`src/rtl/cpu_trace_emitter_if.sv`:
```
// Handshake bundle between the CPU retire logic, the trace emitter and the character sink.
// The master side supplies records and sink-ready; the slave side is the emitter.
interface cpu_trace_emitter_if #(
  parameter int TIME_W = 14
);
  logic              in_valid;
  logic              in_ready;
  logic              in_kind;
  logic [TIME_W-1:0] in_time;
  logic [31:0]       in_pc;
  logic [4:0]        in_reg;
  logic [31:0]       in_addr;
  logic [31:0]       in_data;
  logic [7:0]        char;
  logic              char_valid;
  logic              char_ready;
  logic              frame_done;

  modport master (
    output in_valid, in_kind, in_time, in_pc, in_reg, in_addr, in_data, char_ready,
    input  in_ready, char, char_valid, frame_done
  );

  modport slave (
    input  in_valid, in_kind, in_time, in_pc, in_reg, in_addr, in_data, char_ready,
    output in_ready, char, char_valid, frame_done
  );
endinterface

```
`src/rtl/cpu_trace_emitter.sv`:
```
// Serialises one write-back record per handshake into an ASCII trace line:
//   ^<time>@<pc>: $<reg> <= <data>#   or   ^<time>@<pc>: *<addr> <= <data>#
module cpu_trace_emitter #(
  parameter bit UPPER_HEX = 1'b0,
  parameter int TIME_W    = 14
) (
  input logic               clk,
  input logic               reset,
  cpu_trace_emitter_if.slave bus
);

  typedef enum logic [3:0] {
    S_IDLE, S_HAT, S_TIME, S_AT, S_PC, S_COLON, S_SP1, S_TAG,
    S_DEST, S_SP2, S_LT, S_EQ, S_SP3, S_DATA, S_HASH
  } state_t;

  state_t      state_q, state_d;
  logic [2:0]  cnt_q, cnt_d;
  logic        kind_q, kind_d;
  logic [13:0] time_q, time_d;
  logic [31:0] pc_q, pc_d;
  logic [4:0]  reg_q, reg_d;
  logic [31:0] addr_q, addr_d;
  logic [31:0] data_q, data_d;
  logic [7:0]  char_q, char_d;
  logic        char_valid_q, char_valid_d;
  logic        frame_done_q, frame_done_d;

  logic              adv;
  logic [31:0]       t_in;
  logic [3:0][3:0]   tdig;
  logic [2:0]        t_last;
  logic [3:0]        reg_tens, reg_ones;
  logic [7:0]        glyph;

  function automatic logic [3:0] nib(input logic [31:0] w, input logic [2:0] i);
    return w[{i, 2'b00} +: 4];
  endfunction

  function automatic logic [7:0] hex_ch(input logic [3:0] n);
    if (n < 4'd10) return 8'h30 + {4'h0, n};
    return (UPPER_HEX ? 8'h37 : 8'h57) + {4'h0, n};
  endfunction

  assign bus.in_ready   = (state_q == S_IDLE);
  assign bus.char       = char_q;
  assign bus.char_valid = char_valid_q;
  assign bus.frame_done = frame_done_q;

  assign adv  = char_valid_q & bus.char_ready;
  assign t_in = 32'(bus.in_time[TIME_W-1:0]);

  // Decimal digits of the latched (already clamped) timestamp, index 3 = thousands.
  always_comb begin
    tdig[3] = 4'(time_q / 14'd1000);
    tdig[2] = 4'((time_q / 14'd100) % 14'd10);
    tdig[1] = 4'((time_q / 14'd10) % 14'd10);
    tdig[0] = 4'(time_q % 14'd10);
    if (time_q >= 14'd1000)     t_last = 3'd3;
    else if (time_q >= 14'd100) t_last = 3'd2;
    else if (time_q >= 14'd10)  t_last = 3'd1;
    else                        t_last = 3'd0;
    reg_tens = 4'(reg_q / 5'd10);
    reg_ones = 4'(reg_q % 5'd10);
  end

  always_comb begin
    state_d      = state_q;
    cnt_d        = cnt_q;
    kind_d       = kind_q;
    time_d       = time_q;
    pc_d         = pc_q;
    reg_d        = reg_q;
    addr_d       = addr_q;
    data_d       = data_q;
    frame_done_d = 1'b0;

    if (state_q == S_IDLE) begin
      if (bus.in_valid) begin
        state_d = S_HAT;
        kind_d  = bus.in_kind;
        time_d  = (t_in > 32'd9999) ? 14'd9999 : t_in[13:0];
        pc_d    = bus.in_pc;
        reg_d   = bus.in_reg;
        addr_d  = bus.in_addr;
        data_d  = bus.in_data;
      end
    end else if (adv) begin
      case (state_q)
        S_HAT: begin
          state_d = S_TIME;
          cnt_d   = t_last;
        end
        S_TIME:  if (cnt_q == 3'd0) state_d = S_AT; else cnt_d = cnt_q - 3'd1;
        S_AT: begin
          state_d = S_PC;
          cnt_d   = 3'd7;
        end
        S_PC:    if (cnt_q == 3'd0) state_d = S_COLON; else cnt_d = cnt_q - 3'd1;
        S_COLON: state_d = S_SP1;
        S_SP1:   state_d = S_TAG;
        S_TAG: begin
          state_d = S_DEST;
          cnt_d   = kind_q ? 3'd7 : ((reg_q >= 5'd10) ? 3'd1 : 3'd0);
        end
        S_DEST:  if (cnt_q == 3'd0) state_d = S_SP2; else cnt_d = cnt_q - 3'd1;
        S_SP2:   state_d = S_LT;
        S_LT:    state_d = S_EQ;
        S_EQ:    state_d = S_SP3;
        S_SP3: begin
          state_d = S_DATA;
          cnt_d   = 3'd7;
        end
        S_DATA:  if (cnt_q == 3'd0) state_d = S_HASH; else cnt_d = cnt_q - 3'd1;
        S_HASH: begin
          state_d      = S_IDLE;
          frame_done_d = 1'b1;
        end
        default: state_d = S_IDLE;
      endcase
    end
  end

  // The output register is loaded with the glyph of the next state, so char
  // is registered yet tracks the state with no extra latency.
  always_comb begin
    glyph = 8'h00;
    case (state_d)
      S_HAT:   glyph = 8'h5e;
      S_TIME:  glyph = 8'h30 + {4'h0, tdig[cnt_d[1:0]]};
      S_AT:    glyph = 8'h40;
      S_PC:    glyph = hex_ch(nib(pc_q, cnt_d));
      S_COLON: glyph = 8'h3a;
      S_SP1:   glyph = 8'h20;
      S_TAG:   glyph = kind_q ? 8'h2a : 8'h24;
      S_DEST:  glyph = kind_q ? hex_ch(nib(addr_q, cnt_d))
                              : (8'h30 + {4'h0, (cnt_d[0] ? reg_tens : reg_ones)});
      S_SP2:   glyph = 8'h20;
      S_LT:    glyph = 8'h3c;
      S_EQ:    glyph = 8'h3d;
      S_SP3:   glyph = 8'h20;
      S_DATA:  glyph = hex_ch(nib(data_q, cnt_d));
      S_HASH:  glyph = 8'h23;
      default: glyph = 8'h00;
    endcase
    char_d       = glyph;
    char_valid_d = (state_d != S_IDLE);
  end

  always_ff @(posedge clk or negedge reset) begin
    if (!reset) begin
      state_q      <= S_IDLE;
      cnt_q        <= 3'd0;
      kind_q       <= 1'b0;
      time_q       <= 14'd0;
      pc_q         <= 32'd0;
      reg_q        <= 5'd0;
      addr_q       <= 32'd0;
      data_q       <= 32'd0;
      char_q       <= 8'h00;
      char_valid_q <= 1'b0;
      frame_done_q <= 1'b0;
    end else begin
      state_q      <= state_d;
      cnt_q        <= cnt_d;
      kind_q       <= kind_d;
      time_q       <= time_d;
      pc_q         <= pc_d;
      reg_q        <= reg_d;
      addr_q       <= addr_d;
      data_q       <= data_d;
      char_q       <= char_d;
      char_valid_q <= char_valid_d;
      frame_done_q <= frame_done_d;
    end
  end

endmodule

```
`src/flat_wrapper.sv`:
```
// flat-port wrapper written by rule: the top's interface ports become plain ports
module cpu_trace_emitter_flat 
#(
  parameter bit UPPER_HEX = 1'b0,
  parameter int TIME_W    = 14
)
  (clk, reset, bus_in_valid, bus_in_kind, bus_in_time, bus_in_pc, bus_in_reg, bus_in_addr, bus_in_data, bus_char_ready, bus_in_ready, bus_char, bus_char_valid, bus_frame_done);
  cpu_trace_emitter_if #(.TIME_W(TIME_W)) bus_i ();
  input logic clk;
  input logic reset;
  input wire logic [$bits(bus_i.in_valid)-1:0] bus_in_valid;
  input wire logic [$bits(bus_i.in_kind)-1:0] bus_in_kind;
  input wire logic [$bits(bus_i.in_time)-1:0] bus_in_time;
  input wire logic [$bits(bus_i.in_pc)-1:0] bus_in_pc;
  input wire logic [$bits(bus_i.in_reg)-1:0] bus_in_reg;
  input wire logic [$bits(bus_i.in_addr)-1:0] bus_in_addr;
  input wire logic [$bits(bus_i.in_data)-1:0] bus_in_data;
  input wire logic [$bits(bus_i.char_ready)-1:0] bus_char_ready;
  output wire logic [$bits(bus_i.in_ready)-1:0] bus_in_ready;
  output wire logic [$bits(bus_i.char)-1:0] bus_char;
  output wire logic [$bits(bus_i.char_valid)-1:0] bus_char_valid;
  output wire logic [$bits(bus_i.frame_done)-1:0] bus_frame_done;
  assign bus_i.in_valid = bus_in_valid;
  assign bus_i.in_kind = bus_in_kind;
  assign bus_i.in_time = bus_in_time;
  assign bus_i.in_pc = bus_in_pc;
  assign bus_i.in_reg = bus_in_reg;
  assign bus_i.in_addr = bus_in_addr;
  assign bus_i.in_data = bus_in_data;
  assign bus_i.char_ready = bus_char_ready;
  assign bus_in_ready = bus_i.in_ready;
  assign bus_char = bus_i.char;
  assign bus_char_valid = bus_i.char_valid;
  assign bus_frame_done = bus_i.frame_done;
  cpu_trace_emitter #(.UPPER_HEX(UPPER_HEX), .TIME_W(TIME_W)) u_core (.clk(clk), .reset(reset), .bus(bus_i));
endmodule
```
`config.mk`:
```
export PLATFORM = sky130hd
export DESIGN_NAME = cpu_trace_emitter_flat
export DESIGN_NICKNAME = d
export VERILOG_FILES = /design/src/rtl/cpu_trace_emitter_if.sv /design/src/rtl/cpu_trace_emitter.sv /design/src/flat_wrapper.sv
export SDC_FILE = /design/constraint.sdc
export NUM_CORES = 1
export LEC_CHECK = 0
export ABC_AREA = 1
export CORE_UTILIZATION = 30
export CTS_CLUSTER_DIAMETER = 30
export DETAILED_ROUTE_END_ITERATION = 12
export SLEW_MARGIN = 20
export SYNTH_ARGS = -nofsm -noshare
export SYNTH_HDL_FRONTEND = slang
export SYNTH_SLANG_ARGS = --single-unit
```
`constraint.sdc`:
```
create_clock -name clk -period 10 [get_ports clk]
set_input_delay 2 -clock clk [delete_from_list [all_inputs] [get_ports clk]]
set_output_delay 2 -clock clk [all_outputs]
set_load 0.01 [all_outputs]
```
==> metrics.md <==
| Metric | Value |
|---|---|
| Status | `finished with violations` |
| Violated checks | `design-rule violations` |
| Pre-antenna DRT Iters | `9` |
| Vias in the first global route | `8967` |
| Top cells by area, synth | `dfrtp_1, nand2_1, o21ai_0, nor2_1, nand3_1` |
| WP buf/inv | `5` |
| Worst setup SP type | `primary input` |
| Placer Congestion | `0.925` |
| RSZ-0062 raised after global routing | `no` |
| Clock Skew | `0.0152 ns` |
| CTS max path bufs | `2` |
| Xor/xnor share of the synthesized area | `3.00%` |
| Max-cap violations | `0` |
| Row count | `64` |
| CP Data Arrival Time | `6.14 ns` |
| Mapped Cells | `1411` |
| Die area | `32300 µm²` |
| Routed Antenna Nets | `0` |
| DP Wirelength | `20.4 mm` |
| Area Growth Syn to Fin | `22.7%` |
| Critical path type | `primary input to flip-flop` |
| Worst-margin pin slew | `0.906 ns` |
| Worst path top cell family by delay | `compound AO/OA/AOI/OAI gates` |
| Post-synthesis sequential area ratio | `34.9%` |
| Avg WL per Cell | `14.1 µm` |
| Grt total ovfl | `0` |
| Setup TNS | `0 ns` |
| Post-synth EDFFs | `0` |
| Largest family of logic cells by synthesized area | `simple AND/OR/NAND/NOR gates` |
| Simple-gate share of the synthesized area | `38.3%` |
| Yosys warning total | `0` |
| # resized after CTS | `0` |
| Critical-path cell list | `clkdlybuf4s50_1, nand2_1, nor2_1, inv_1, nor2_1, inv_1, nand2_1, nand2_2, buf_4, inv_2, o21ai_0, o221ai_1, o21ai_0, a21oi_1, o21ai_0, o211ai_1, o2111ai_1, a221oi_1, nand2_1` |
| Hold Buf Count CTS | `0` |
| Dpl ws | `3.83 ns` |
| Top cell type's share of synthesized area | `34.9%` |
| Mux share of post-synthesis cell area | `0.211%` |
| DRC | `1` |
| Root Buffer | `clkbuf_16` |
| Slew Limit Fails | `0` |
| Antenna Cells | `0` |
| Io pins | `131` |
| Final worst slack | `4.15 ns` |
| CORE AREA | `30800 µm²` |
| Distinct cells, synth | `59` |
| Highest Clock Rate | `0.171 GHz` |
| Minimum clock period | `5.85 ns` |
| Cell Area, Synth | `9470 µm²` |
| Rel. slew slack | `39.6%` |
| Layout cell share with drive strength beyond 1 | `8.93%` |
| Syn nets | `1545` |
| Starting density of the core | `30.7%` |
| H-tree depth | `4` |
| First-pass GRT wire length | `44.4 mm` |
| Clock sinks | `132` |
| CTS tree | `built` |
| Drt total wl | `27.1 mm` |
| Worst path required time | `10.29 ns` |
| Final hold vios | `0` |
| Port bufs | `129` |
| Tot GR Track Use | `16.8%` |
| Final #Nets | `1644` |
| Initial antenna violation count | `0` |
| Critical path endpoint category | `flip-flop` |
| Fillers | `3216` |
| #FFs+latches synth | `132` |
| Async set-reset flop share out of synthesis | `100%` |
| Final Setup Violations | `0` |
| CP max-delay cell | `inv_2` |
| Slowest stage delay, CP | `0.73 ns` |
| Synth Area in Adders | `1.85%` |
| Post-synthesis area per instance | `6.71 µm²` |
| Number of setup buffers added after CTS | `0` |
| Hold/Removal Path Class | `flip-flop to flip-flop` |
| Synth Area in Compound Gates | `13.7%` |
| Most frequent cell after synthesis | `nand2_1` |
| Via Count | `9302` |
| Final worst path period share | `58.5%` |
| DR iter-0 viols | `566` |
| Commonest cells in the netlist | `nand2_1, dfrtp_1, nor2_1` |
| Post-synth top area cell | `dfrtp_1` |
| Via/cell ratio | `4.85` |
| Main synth FF type | `dfrtp_1` |
| Die Y-Extent | `180 µm` |
| Clk Latency, worst-skew pair | `0.43 ns` |
| CP max FO | `61` |
| Reg clk slew, reported paths | `0.06 ns` |
| Largest net degree at the start of global routing | `118` |
| Num CTS Buffers | `17` |
| Chip width | `180 µm` |
## worst paths after layout
| check | startpoint | cells past startpoint | end | slack [ns] |
|---|---|---|---|---|
| worst max register to register | u_core.time_q[13]$_DFFE_PN0P_ | 43 | u_core.bus.char[3]$_DFF_PN0_ | 4.72 |
| min in group asynchronous | reset | 1 | u_core.pc_q[7]$_DFFE_PN0P_ | 1.56 |
| worst max-delay path | bus_char_ready | 19 | u_core.bus.char[1]$_DFF_PN0_ | 4.15 |
| max in group asynchronous | reset | 2 | u_core.addr_q[25]$_DFFE_PN0P_ | 7.09 |
| worst min register to register | u_core.data_q[30]$_DFFE_PN0P_ | 2 | u_core.data_q[30]$_DFFE_PN0P_ | 0.48 |
| worst min-delay path | u_core.data_q[30]$_DFFE_PN0P_ | 2 | u_core.data_q[30]$_DFFE_PN0P_ | 0.48 |
## worst min-delay path, stage by stage (launching register included)
cell	delay (ns)
dfrtp_1	0.34
nand2_1	0.06
nand2_1	0.06
## flip-flops by register name, summed over array words and instances, names as in the netlist
name                   cells
u_core.addr_q             32
u_core.bus.char            7
u_core.bus.char_valid      1
u_core.bus.frame_done      1
u_core.cnt_q               3
u_core.data_q             32
u_core.kind_q              1
u_core.pc_q               32
u_core.reg_q               5
u_core.state_q             4
u_core.time_q             14
## cells by family after synthesis
| group | after synthesis |
|---|---|
| xor+xnor | 27 |
| simple gates | 833 |
| mux | 2 |
| compound gates | 218 |
| fa+ha+maj | 14 |
| flops | 132 |
| other cells | 1 |
| buf+inv | 184 |
## per-stage QoR
step	hold slack (ns)	cell area, µm²	cells	utilization [%]
6_report	0.484	11600	1919	37.7
5_1_grt	0.491	11600	1919	37.7
4_1_cts	0.483	11600	1919	37.7
3_5_place_dp	0.467	11100	1887	35.9
3_3_place_gp	0.461	11100	1887	35.9
2_1_floorplan	0.444	9470	1411	-
## layout by cell type (no fill, tap or decap), types with 7 or more instances in the layout
master / n
nand2_1: 522
dfrtp_1: 132
nor2_1: 128
clkdlybuf4s50_1: 128
inv_1: 113
o21ai_0: 104
nand3_1: 87
nand2_2: 33
a21oi_1: 31
nand2_4: 19
clkbuf_16: 17
o22ai_1: 16
xor2_1: 16
ha_1: 14
inv_2: 12
o221ai_1: 11
nand4_1: 9
a22oi_1: 9
o211ai_1: 8
o21ai_1: 8
xnor2_1: 7
## area by class of cell
type | count | area (µm²) | area share [%]
clock buffers | 19 | 443 | 3.81
clock inverters | 13 | 114 | 0.980
inverters | 129 | 493 | 4.24
multi-input cells | 1095 | 5430 | 46.7
flip-flops and latches | 132 | 3300 | 28.4
well taps | 396 | 495 | 4.27
repair buffers | 135 | 1340 | 11.5
## metal layers
metal  global-route usage [%]  vias up  part of all wire, %
li1                         -     4741                    -
met1                     22.5     4310                   48
met2                     27.8      217                   46
met3                     2.51       34                  4.0
met4                     5.24        0                  2.1
met5                        0        -                    0
Power is left out: the tool's default activity adds up to more than one toggle a clock period on the data nets, which glitch-free logic cannot reach.
